**src/rtl/lvds_frame_aligner_pkg.sv**
```systemverilog
// Shared types and width helpers for the LVDS frame aligner.
// Counter widths are derived from the alignment limits with $clog2.
package lvds_frame_aligner_pkg;

    typedef enum logic [2:0] {
        ST_IDLE,
        ST_CHECK,
        ST_SLIP,
        ST_SETTLE,
        ST_VERIFY,
        ST_LOCKED
    } state_e;

    // Width of a counter that must be able to hold the value 'limit'.
    function automatic int unsigned cnt_width(input int unsigned limit);
        return (limit < 1) ? 1 : $clog2(limit + 1);
    endfunction

    // slip_count must hold 0..DW.
    function automatic int unsigned slip_width(input int unsigned dw);
        return $clog2(dw) + 1;
    endfunction

    localparam int unsigned DEF_N_LANES       = 2;
    localparam int unsigned DEF_DW            = 8;
    localparam int unsigned DEF_SETTLE_CYCLES = 4;
    localparam int unsigned DEF_LOCK_COUNT    = 16;
    localparam int unsigned DEF_LOSS_COUNT    = 4;

    localparam int unsigned SETTLE_CNT_W = cnt_width(DEF_SETTLE_CYCLES);
    localparam int unsigned MATCH_CNT_W  = cnt_width(DEF_LOCK_COUNT);
    localparam int unsigned LOSS_CNT_W   = cnt_width(DEF_LOSS_COUNT);
    localparam int unsigned SLIP_CNT_W   = slip_width(DEF_DW);

endpackage

```
**src/rtl/lvds_frame_aligner_if.sv**
```systemverilog
// Control/data bundle between the deserialiser side and the frame aligner.
// master drives the lane words and controls; slave is the aligner.
interface lvds_frame_aligner_if #(
    parameter int unsigned N_LANES = 2,
    parameter int unsigned DW      = 8
);
    localparam int unsigned SW = lvds_frame_aligner_pkg::slip_width(DW);

    logic                    enable;
    logic                    realign;
    logic [DW-1:0]           frame_word;
    logic [N_LANES*DW-1:0]   data_in;
    logic                    bitslip;
    logic [N_LANES*DW-1:0]   data_out;
    logic                    data_valid;
    logic                    locked;
    logic [SW-1:0]           slip_count;
    logic                    error;

    modport master (
        output enable, realign, frame_word, data_in,
        input  bitslip, data_out, data_valid, locked, slip_count, error
    );

    modport slave (
        input  enable, realign, frame_word, data_in,
        output bitslip, data_out, data_valid, locked, slip_count, error
    );

endinterface

```
**src/rtl/lvds_frame_aligner_align_counter.sv**
```systemverilog
// Saturating, synchronously clearable up-counter used for settle/match/loss timing.
// term_o flags the count one below LIMIT, i.e. the next increment reaches it.
module align_counter
    import lvds_frame_aligner_pkg::*;
#(
    parameter int unsigned LIMIT = 4,
    parameter int unsigned W     = cnt_width(LIMIT)
) (
    input  logic clk_i,
    input  logic rst_ni,
    input  logic clr_i,
    input  logic inc_i,
    output logic term_o
);

    logic [W-1:0] count_q, count_d;

    always_comb begin
        count_d = count_q;
        if (clr_i) begin
            count_d = '0;
        end else if (inc_i && (count_q != W'(LIMIT))) begin
            count_d = count_q + 1'b1;
        end
    end

    always_ff @(posedge clk_i or negedge rst_ni) begin
        if (!rst_ni) begin
            count_q <= '0;
        end else begin
            count_q <= count_d;
        end
    end

    assign term_o = (count_q == W'(LIMIT - 1));

endmodule

```
**src/rtl/lvds_frame_aligner.sv**
```systemverilog
// Frame-lane word aligner: hunts with ISERDES bitslip pulses until the frame
// lane shows FRAME_PATTERN, verifies it, then holds lock and gates data_valid.
module lvds_frame_aligner
    import lvds_frame_aligner_pkg::*;
#(
    parameter int unsigned N_LANES       = 2,
    parameter int unsigned DW            = 8,
    parameter logic [DW-1:0] FRAME_PATTERN = 8'hF0,
    parameter int unsigned SETTLE_CYCLES = 4,
    parameter int unsigned LOCK_COUNT    = 16,
    parameter int unsigned LOSS_COUNT    = 4
) (
    input  logic                  sample_clk,
    input  logic                  reset_n,
    lvds_frame_aligner_if.slave   bus
);

    localparam int unsigned SW = slip_width(DW);

    state_e                  state_q;
    logic                    bitslip_q;
    logic                    data_valid_q;
    logic                    locked_q;
    logic                    error_q;
    logic [SW-1:0]           slip_count_q;
    logic [N_LANES*DW-1:0]   data_out_q;

    logic frame_match;
    logic hunt_abort;
    logic slip_wrap;
    logic settle_term, match_term, loss_term;
    logic settle_clr, match_clr, loss_clr;

    assign frame_match = (bus.frame_word == FRAME_PATTERN);
    assign hunt_abort  = !bus.enable || (bus.realign && (state_q != ST_IDLE));
    assign slip_wrap   = (slip_count_q == SW'(DW - 1));

    // Match counter stays at zero in CHECK, so a CHECK match loads it with 1.
    assign settle_clr = hunt_abort || (state_q != ST_SETTLE);
    assign match_clr  = hunt_abort || !frame_match ||
                        !((state_q == ST_CHECK) || (state_q == ST_VERIFY));
    assign loss_clr   = hunt_abort || frame_match || (state_q != ST_LOCKED);

    align_counter #(.LIMIT(SETTLE_CYCLES)) u_settle_cnt (
        .clk_i  (sample_clk),
        .rst_ni (reset_n),
        .clr_i  (settle_clr),
        .inc_i  (1'b1),
        .term_o (settle_term)
    );

    align_counter #(.LIMIT(LOCK_COUNT)) u_match_cnt (
        .clk_i  (sample_clk),
        .rst_ni (reset_n),
        .clr_i  (match_clr),
        .inc_i  (1'b1),
        .term_o (match_term)
    );

    align_counter #(.LIMIT(LOSS_COUNT)) u_loss_cnt (
        .clk_i  (sample_clk),
        .rst_ni (reset_n),
        .clr_i  (loss_clr),
        .inc_i  (1'b1),
        .term_o (loss_term)
    );

    always_ff @(posedge sample_clk or negedge reset_n) begin
        if (!reset_n) begin
            state_q      <= ST_IDLE;
            bitslip_q    <= 1'b0;
            data_valid_q <= 1'b0;
            locked_q     <= 1'b0;
            error_q      <= 1'b0;
            slip_count_q <= '0;
            data_out_q   <= '0;
        end else begin
            data_out_q   <= bus.data_in;
            bitslip_q    <= 1'b0;
            data_valid_q <= 1'b0;
            if (!bus.enable) begin
                state_q      <= ST_IDLE;
                locked_q     <= 1'b0;
                slip_count_q <= '0;
            end else if (bus.realign && (state_q != ST_IDLE)) begin
                state_q      <= ST_CHECK;
                locked_q     <= 1'b0;
                slip_count_q <= '0;
            end else begin
                unique case (state_q)
                    ST_IDLE: begin
                        state_q      <= ST_CHECK;
                        error_q      <= 1'b0;
                        slip_count_q <= '0;
                    end
                    // CHECK and VERIFY differ only in the match count carried in.
                    ST_CHECK, ST_VERIFY: begin
                        if (frame_match) begin
                            if (match_term) begin
                                state_q  <= ST_LOCKED;
                                locked_q <= 1'b1;
                            end else begin
                                state_q <= ST_VERIFY;
                            end
                        end else begin
                            state_q   <= ST_SLIP;
                            bitslip_q <= 1'b1;
                            if (slip_wrap) begin
                                slip_count_q <= '0;
                                error_q      <= 1'b1;
                            end else begin
                                slip_count_q <= slip_count_q + 1'b1;
                            end
                        end
                    end
                    ST_SLIP: begin
                        state_q <= ST_SETTLE;
                    end
                    ST_SETTLE: begin
                        if (settle_term) begin
                            state_q <= ST_CHECK;
                        end
                    end
                    ST_LOCKED: begin
                        if (!frame_match && loss_term) begin
                            state_q      <= ST_CHECK;
                            locked_q     <= 1'b0;
                            slip_count_q <= '0;
                        end else begin
                            data_valid_q <= 1'b1;
                        end
                    end
                    default: begin
                        state_q <= ST_IDLE;
                    end
                endcase
            end
        end
    end

    assign bus.bitslip    = bitslip_q;
    assign bus.data_out   = data_out_q;
    assign bus.data_valid = data_valid_q;
    assign bus.locked     = locked_q;
    assign bus.slip_count = slip_count_q;
    assign bus.error      = error_q;

endmodule

```
**src/flat_wrapper.sv**
```systemverilog
// flat-port wrapper written by rule: the top's interface ports become plain ports
module lvds_frame_aligner_flat import lvds_frame_aligner_pkg::*;
#(
    parameter int unsigned N_LANES       = 2,
    parameter int unsigned DW            = 8,
    parameter logic [DW-1:0] FRAME_PATTERN = 8'hF0,
    parameter int unsigned SETTLE_CYCLES = 4,
    parameter int unsigned LOCK_COUNT    = 16,
    parameter int unsigned LOSS_COUNT    = 4
)
  (sample_clk, reset_n, bus_enable, bus_realign, bus_frame_word, bus_data_in, bus_bitslip, bus_data_out, bus_data_valid, bus_locked, bus_slip_count, bus_error);
  lvds_frame_aligner_if #(.N_LANES(N_LANES), .DW(DW)) bus_i ();
  input  logic sample_clk;
  input  logic reset_n;
  input wire logic [$bits(bus_i.enable)-1:0] bus_enable;
  input wire logic [$bits(bus_i.realign)-1:0] bus_realign;
  input wire logic [$bits(bus_i.frame_word)-1:0] bus_frame_word;
  input wire logic [$bits(bus_i.data_in)-1:0] bus_data_in;
  output wire logic [$bits(bus_i.bitslip)-1:0] bus_bitslip;
  output wire logic [$bits(bus_i.data_out)-1:0] bus_data_out;
  output wire logic [$bits(bus_i.data_valid)-1:0] bus_data_valid;
  output wire logic [$bits(bus_i.locked)-1:0] bus_locked;
  output wire logic [$bits(bus_i.slip_count)-1:0] bus_slip_count;
  output wire logic [$bits(bus_i.error)-1:0] bus_error;
  assign bus_i.enable = bus_enable;
  assign bus_i.realign = bus_realign;
  assign bus_i.frame_word = bus_frame_word;
  assign bus_i.data_in = bus_data_in;
  assign bus_bitslip = bus_i.bitslip;
  assign bus_data_out = bus_i.data_out;
  assign bus_data_valid = bus_i.data_valid;
  assign bus_locked = bus_i.locked;
  assign bus_slip_count = bus_i.slip_count;
  assign bus_error = bus_i.error;
  lvds_frame_aligner #(.N_LANES(N_LANES), .DW(DW), .FRAME_PATTERN(FRAME_PATTERN), .SETTLE_CYCLES(SETTLE_CYCLES), .LOCK_COUNT(LOCK_COUNT), .LOSS_COUNT(LOSS_COUNT)) u_core (.sample_clk(sample_clk), .reset_n(reset_n), .bus(bus_i));
endmodule
```
**config.mk**
```make
export PLATFORM = sky130hd
export DESIGN_NAME = lvds_frame_aligner_flat
export DESIGN_NICKNAME = d
export VERILOG_FILES = /design/src/rtl/lvds_frame_aligner_pkg.sv /design/src/rtl/lvds_frame_aligner_if.sv /design/src/rtl/lvds_frame_aligner_align_counter.sv /design/src/rtl/lvds_frame_aligner.sv /design/src/flat_wrapper.sv
export SDC_FILE = /design/constraint.sdc
export NUM_CORES = 1
export LEC_CHECK = 0
export ABC_CLOCK_PERIOD_IN_PS = 3200
export CORE_UTILIZATION = 40
export DETAILED_ROUTE_END_ITERATION = 7
export GPL_TIMING_DRIVEN = 0
export HOLD_SLACK_MARGIN = 0.03
export PLACE_DENSITY = 0.77
export SKIP_LAST_GASP = 1
export SLEW_MARGIN = 30
export SYNTH_ARGS = -nofsm -noshare
export SYNTH_HDL_FRONTEND = slang
export SYNTH_SLANG_ARGS = --single-unit
```
**constraint.sdc**
```tcl
create_clock -name sample_clk -period 3.2 [get_ports sample_clk]
set_input_delay 0.96 -clock sample_clk [delete_from_list [all_inputs] [get_ports sample_clk]]
set_output_delay 0.96 -clock sample_clk [all_outputs]
set_load 0.1 [all_outputs]
```
## Word-level counts from Yosys, hierarchy flattened

Cells that the tools add are included.

| storage, ports and cells | value |
|---|---|
| register bits after elaboration | 38 |
| input bits | 28 |
| output and inout port bits | 24 |
| logic and storage cells | 98 |

| cells by class | value |
|---|---|
| $add $sub $neg | 4 |
| equal/unequal tests | 24 |
| multiplexer cells | 36 |
| bitwise operators | 1 |
| reduce and logical (&&, ||, !) cells | 23 |

Operator list:

| operator | number |
|---|---|
| 3-bit two-way mux | 9 |
| 4-bit two-way mux | 5 |
| 1-bit two-way mux | 16 |
| 4-bit by 2-bit inequality test with 1-bit output, second input constant | 4 |
| 3-bit case mux with 5 select lines | 1 |
| 3-bit by 2-bit equality test with 1-bit output, second input constant | 4 |
| 4-bit case mux with 3 select lines | 1 |
| 5-bit two-way mux | 2 |
| 3-bit inequality test, second input constant | 3 |
| 8-bit equality test, second input constant | 1 |
| 2-bit nonzero test | 4 |
| 1-bit logical OR | 7 |
| 3-bit by 1-bit adder with 3-bit output, second input constant | 2 |
| 3-bit equality test, second input constant | 2 |
| 5-bit by 1-bit adder with 5-bit output, second input constant | 1 |
| 5-bit by 4-bit equality test with 1-bit output, second input constant | 1 |
| 5-bit by 1-bit inequality test with 1-bit output, second input constant | 1 |
| 5-bit inequality test, second input constant | 1 |
| 5-bit AND reduction | 1 |
| 4-bit by 1-bit adder with 4-bit output, second input constant | 1 |
| 4-bit by 3-bit equality test with 1-bit output, second input constant | 1 |
| 4-bit by 1-bit inequality test with 1-bit output, second input constant | 1 |
| 4-bit inequality test, second input constant | 1 |
| 1-bit case mux with 2 select lines | 2 |
| other kinds (13) | 16 |

## Longest topological paths before layout

| depth | value |
|---|---|
| word-level depth | 7 |
| depth in mapped cells | 5 |
| depth with buffers taken out | 5 |

## Cells and area by module

Synthesis repeated with hierarchy kept, for this count alone.

| second synthesis, totals | value |
|---|---|
| cell total of the unflattened synthesis | 154 |
| area total of the unflattened synthesis | 1829.3 µm² |

Modules (own cells, without submodules):

| module | instances | cells an instance | area each (µm²) | sequential area each (µm²) |
|---|---|---|---|---|
| lvds_frame_aligner | 1 | 89 | 1148.6 | 675.6 |
| align_counter at u_core.u_loss_cnt ... | 2 | 18 | 190.2 | 75.1 |
| align_counter at u_core.u_match_cnt | 1 | 29 | 300.3 | 125.1 |

## Least setup slack after synthesis

OpenSTA, ideal clock, no wires.

| timing path | value |
|---|---|
| kind | reg2reg |
| start | reg u_core.slip_count_q[0] (netlist: u_core.bus.slip_count[0]) |
| end | reg u_core.error_q (netlist: u_core.bus.error) |
| library setup time | 66 ps |
| arrival time | 2080 ps |
| data required time | 3134 ps |
| slack | 1054 ps |
| stages on the path, launching flop included | 6 |
| buffers on the path | 0 |
| clock period less this slack | 2146 ps |
| path through | dfrtp_1 ha_1 nand3b_1 maj3_1 nor4_1 o32a_2 |

| between the ends | value |
|---|---|
| word-level cells in the longest chain between the ends | 3 |

Ends and longest elaborated chain:

| element | RTL line | source |
|---|---|---|
| start, declared | lvds_frame_aligner.sv:25 | `logic [SW-1:0] slip_count_q;` |
| start signal, assigned | lvds_frame_aligner.sv:112 | `slip_count_q <= slip_count_q + 1'b1;` |
| 4-bit by 3-bit equality test with 1-bit output | lvds_frame_aligner.sv:36 | `assign slip_wrap = (slip_count_q == SW'(DW - 1));` |
| 2-bit by 1-bit inequality test with 1-bit output (no line) | n/a |  |
| 5-bit AND reduction (no line) | n/a |  |
| end signal, assigned | lvds_frame_aligner.sv:74 | `error_q <= 1'b0;` |
| end signal, assigned | lvds_frame_aligner.sv:93 | `error_q <= 1'b0;` |
| end signal, assigned | lvds_frame_aligner.sv:110 | `error_q <= 1'b1;` |
| end, declared | lvds_frame_aligner.sv:24 | `logic error_q;` |

Every way passes these cells.
A chain may end at the register's enable or synchronous reset.

## Worst setup path in the final report

| timing path | value |
|---|---|
| start | reg u_core.slip_count_q[0] (netlist: u_core.bus.slip_count[0]) |
| end | out bus_slip_count[0] |

RTL lines:

| element | RTL line | source |
|---|---|---|
| end, declared | flat_wrapper.sv:23 | `output wire logic [$bits(bus_i.slip_count)-1:0] bus_slip_count;` |

No word-level cell between the ends.

==> tab_implementation.tex <==
\begin{tabular}{lr}
\hline
Metric & Value \\
\hline
\multicolumn{2}{l}{\textbf{Outcome}} \\
Result of the run & completed \\
\multicolumn{2}{l}{\textbf{Worst hold path}} \\
Min-delay worst type & reg2reg \\
\multicolumn{2}{l}{\textbf{Timing}} \\
Endpoints failing setup & 0 \\
Ratio of final minimum period to clock period & 88.7\% \\
Worst Hold Margin & between 0.5 and 0.6 ns \\
Setup slack after layout & 0.360 ns \\
Slew Limit Headroom & around a third \\
Fin Setup TNS & 0 ns \\
Max-slew violation count & 0 \\
Final critical path time including I/O delays and setup & between 2 and 3 ns \\
Endpoints failing hold & 0 \\
Unrepaired setup endpoints after global routing & no \\
Highest achievable clock rate & between 300 and 400 MHz \\
Final Skew & 0.00955 ns \\
Worst-margin pin slew & approximately 1 ns \\
\multicolumn{2}{l}{\textbf{Worst setup path}} \\
Setup slack on the worst flop-to-flop path & approximately 1.4 ns \\
Largest fanout of any net on the critical path & 5 \\
Worst path top cell family by delay & buffers and inverters \\
Cells along the critical path & clkdlybuf4s50\_1 \\
Critical Setup Path Class & reg2out \\
Arrival time of the worst setup path & between 1.5 and 2 ns \\
Crit. End Element & output pin \\
Number of buffer and inverter instances along the worst setup path & 1 \\
Slowest stage cell on the critical path & clkdlybuf4s50\_1 \\
Crit path required time & between 2 and 2.5 ns \\
Kind of start point of the critical path & flop \\
Crit-path max cell delay & roughly 1.2 ns \\
\multicolumn{2}{l}{\textbf{Die}} \\
Starting Density & between 40\% and 50\% \\
Die X & $\sim$66 µm \\
Full die area & about 4400 µm² \\
Height of the die & approximately 66 µm \\
Std-Cell Core Area & $\sim$4000 µm² \\
Number of rows in the core area & 23 \\
Top-level port count & 52 \\
\multicolumn{2}{l}{\textbf{Yosys}} \\
Share of the yosys chip area belonging to registers & a little under three fifths \\
Count of unique library cells instantiated by Yosys & 40 \\
Share of flip-flops with an asynchronous set or reset & 100\% \\
Post-Syn Area & about 1700 µm² \\
Cells after Synth & 143 \\
Most frequently used cell type in the post-synthesis netlist & dfrtp\_1 \\
Most frequent cells after synthesis & 38 x dfrtp\_1, 14 x inv\_1, 10 x ha\_1, 10 x nand2\_1, 7 x nor2\_1 \\
Post-synth top flop & dfrtp\_1 \\
Synth Warn \# & 0 \\
Largest cells by area after synthesis & dfrtp\_1 57\%, ha\_1 7.6\%, inv\_1 3.2\% \\
Fraction of post-synthesis cell area in the top cell type by area & a little under three fifths \\
Post-synthesis area per instance & around 12 µm² \\
Syn\_nets & roughly 180 \\
Number of synthesized flops with an enable pin & 0 \\
Cell taking the most area after synthesis & dfrtp\_1 \\
Synthesis-stage register bit count & 38 \\
\multicolumn{2}{l}{\textbf{Clocking}} \\
Clock-pin slew reported for the worst setup and hold paths after clock tree synthesis & roughly 0.080 ns \\
Clock tree from TritonCTS & done \\
Sinks on the clock net & 38 \\
Number of buffers inserted by hold repair at cts & 0 \\
Root buffer cell & clkbuf\_8 \\
Setup bufs post-CTS & 0 \\
Clock latency reported for the late side of the worst-skew pair & around 0.29 ns \\
Number of buffers added by the clock tree synthesis step & 5 \\
CTS H-tree depth & 2 \\
Post-CTS sizing & 0 \\
Buffer depth of the longest clock path & 2 \\
\multicolumn{2}{l}{\textbf{Drt}} \\
Routed vias/inst & approximately 4.9 \\
Wire length after detailed routing & around 3100 µm \\
Vias after detailed routing & about 1.2k \\
Number of detailed-routing iterations run before antenna repair & 4 \\
Average wire per cell in the routed design & $\sim$12 µm \\
Antenna-violating nets left & 0 \\
Post-detailed-route DRC marker count & 0 \\
Initial drt markers & 32 \\
\multicolumn{2}{l}{\textbf{Finish}} \\
Non-filler cells in the finished layout & between 200 and 300 \\
Growth of design area from synthesis to finish & 40.3\% \\
Post-route design area & between 2000 and 2500 µm² \\
Final Util & about three fifths \\
Antenna diode count & 0 \\
Fraction of layout cells with a size suffix above 1 & under 10\% \\
Post-layout nets & 240 \\
\multicolumn{2}{l}{\textbf{Place}} \\
Post-Place Setup Slack & roughly 0.47 ns \\
Gp weighted congestion & around 0.74 \\
Area after detailed placement & approximately 2200 µm² \\
Port Buf Inserts & between 50 and 60 \\
Placed Cells & $\sim$250 \\
DPL Wire Length & 2420 µm \\
\multicolumn{2}{l}{\textbf{Power and ir drop}} \\
Leakage power total & around 1.0 nW \\
Total power divided by cell area & between 400 and 500 nW/µm² \\
Overall Power & roughly 1.0 mW \\
Worst ir drop on vdd & between 400 and 500 µV \\
\multicolumn{2}{l}{\textbf{Global routing}} \\
Aggregate global-route resource usage & 16.6\% \\
Wire length of the first global-routing pass & approximately 5300 µm \\
Total grt overflow & 0 \\
Number of global-route vias before repair & 1,202 \\
Number of antenna violations at the first check in global routing & 0 \\
Pin count of the biggest net entering global routing & 31 \\
\multicolumn{2}{l}{\textbf{Job}} \\
Max capacitance violation total & 0 \\
\hline
\end{tabular}
-- registers in the layout (all words and copies together) (netlist names) --
register,count
u_core.bus.locked,1
u_core.bus.bitslip,1
u_core.bus.error,1
u_core.bus.data_out,16
u_core.u_settle_cnt.count_q,3
u_core.u_match_cnt.count_q,5
u_core.state_q,3
u_core.u_loss_cnt.count_q,3
u_core.bus.slip_count,4
u_core.bus.data_valid,1
-- path summary, 6_finish.rpt --
path	startpoint	endpoint	depth (start not counted)
worst max register to register	u_core.u_match_cnt.count_q[0]$_DFFE_PN0P_	u_core.u_match_cnt.count_q[1]$_DFFE_PN0P_	5
min in group asynchronous	reset_n	u_core.state_q[1]$_DFFE_PN0P_	1
worst max-delay path	u_core.bus.slip_count[0]$_DFFE_PN0P_	bus_slip_count[0]	1
worst min-delay path	u_core.bus.error$_DFFE_PN0P_	u_core.bus.error$_DFFE_PN0P_	1
worst min register to register	u_core.bus.error$_DFFE_PN0P_	u_core.bus.error$_DFFE_PN0P_	1
max in group asynchronous	reset_n	u_core.bus.data_out[13]$_DFF_PN0_	2
-- cells by family after synthesis --
logic type               count (synthesis)  synth area share, %
flip-flops                              38                 57.4
XOR/XNOR                                 7                 3.70
multiplexers                             3                 1.81
AO/OA/AOI/OAI                           18                 7.93
AND/OR/NAND/NOR                         48                 15.9
buffers and inverters                   18                 5.06
adder cells (fa/ha/maj)                 11                 8.16
-- cell type report --
type                       count  area [µm²]
fill                         347        1680
sequential                    38         951
multi-input combinational     87         622
timing repair buffer          52         526
clock buffer                   5        68.8
tap                           50        62.6
inverter                      14        52.6
buffer                         4        31.3
clock inverter                 2        10.0
-- cell usage in the layout, fill, tap and decap left out, drive strengths merged, types with 2 or more instances in the layout --
master	instances
clkinv	2
nand2b	2
nand2	10
buf	5
ha	10
mux2i	3
inv	14
a21oi	5
and3	2
dfrtp	38
and2	2
clkbuf	6
nor2b	6
nor3	5
clkdlybuf4s50	50
nor4	3
nor2	7
nand3	6
xnor2	6
-- power by group --
part           leakage (nW)  internal (mW)  total [mW]  switching (mW)
Combinational         0.477         0.0669       0.206           0.139
Sequential            0.490          0.495       0.501         0.00582
Clock                0.0438          0.146       0.302           0.156
-- routing by layer --
metal / vias to the layer above / GRT usage [%] / share of wire [%]
met5: - / 0 / 0
met4: 0 / 8.78 / 1.9
met3: 7 / 6.55 / 9.6
met2: 49 / 28.1 / 49
met1: 581 / 17.7 / 39
li1: 602 / - / -
(Power assumes the default switching activity.)
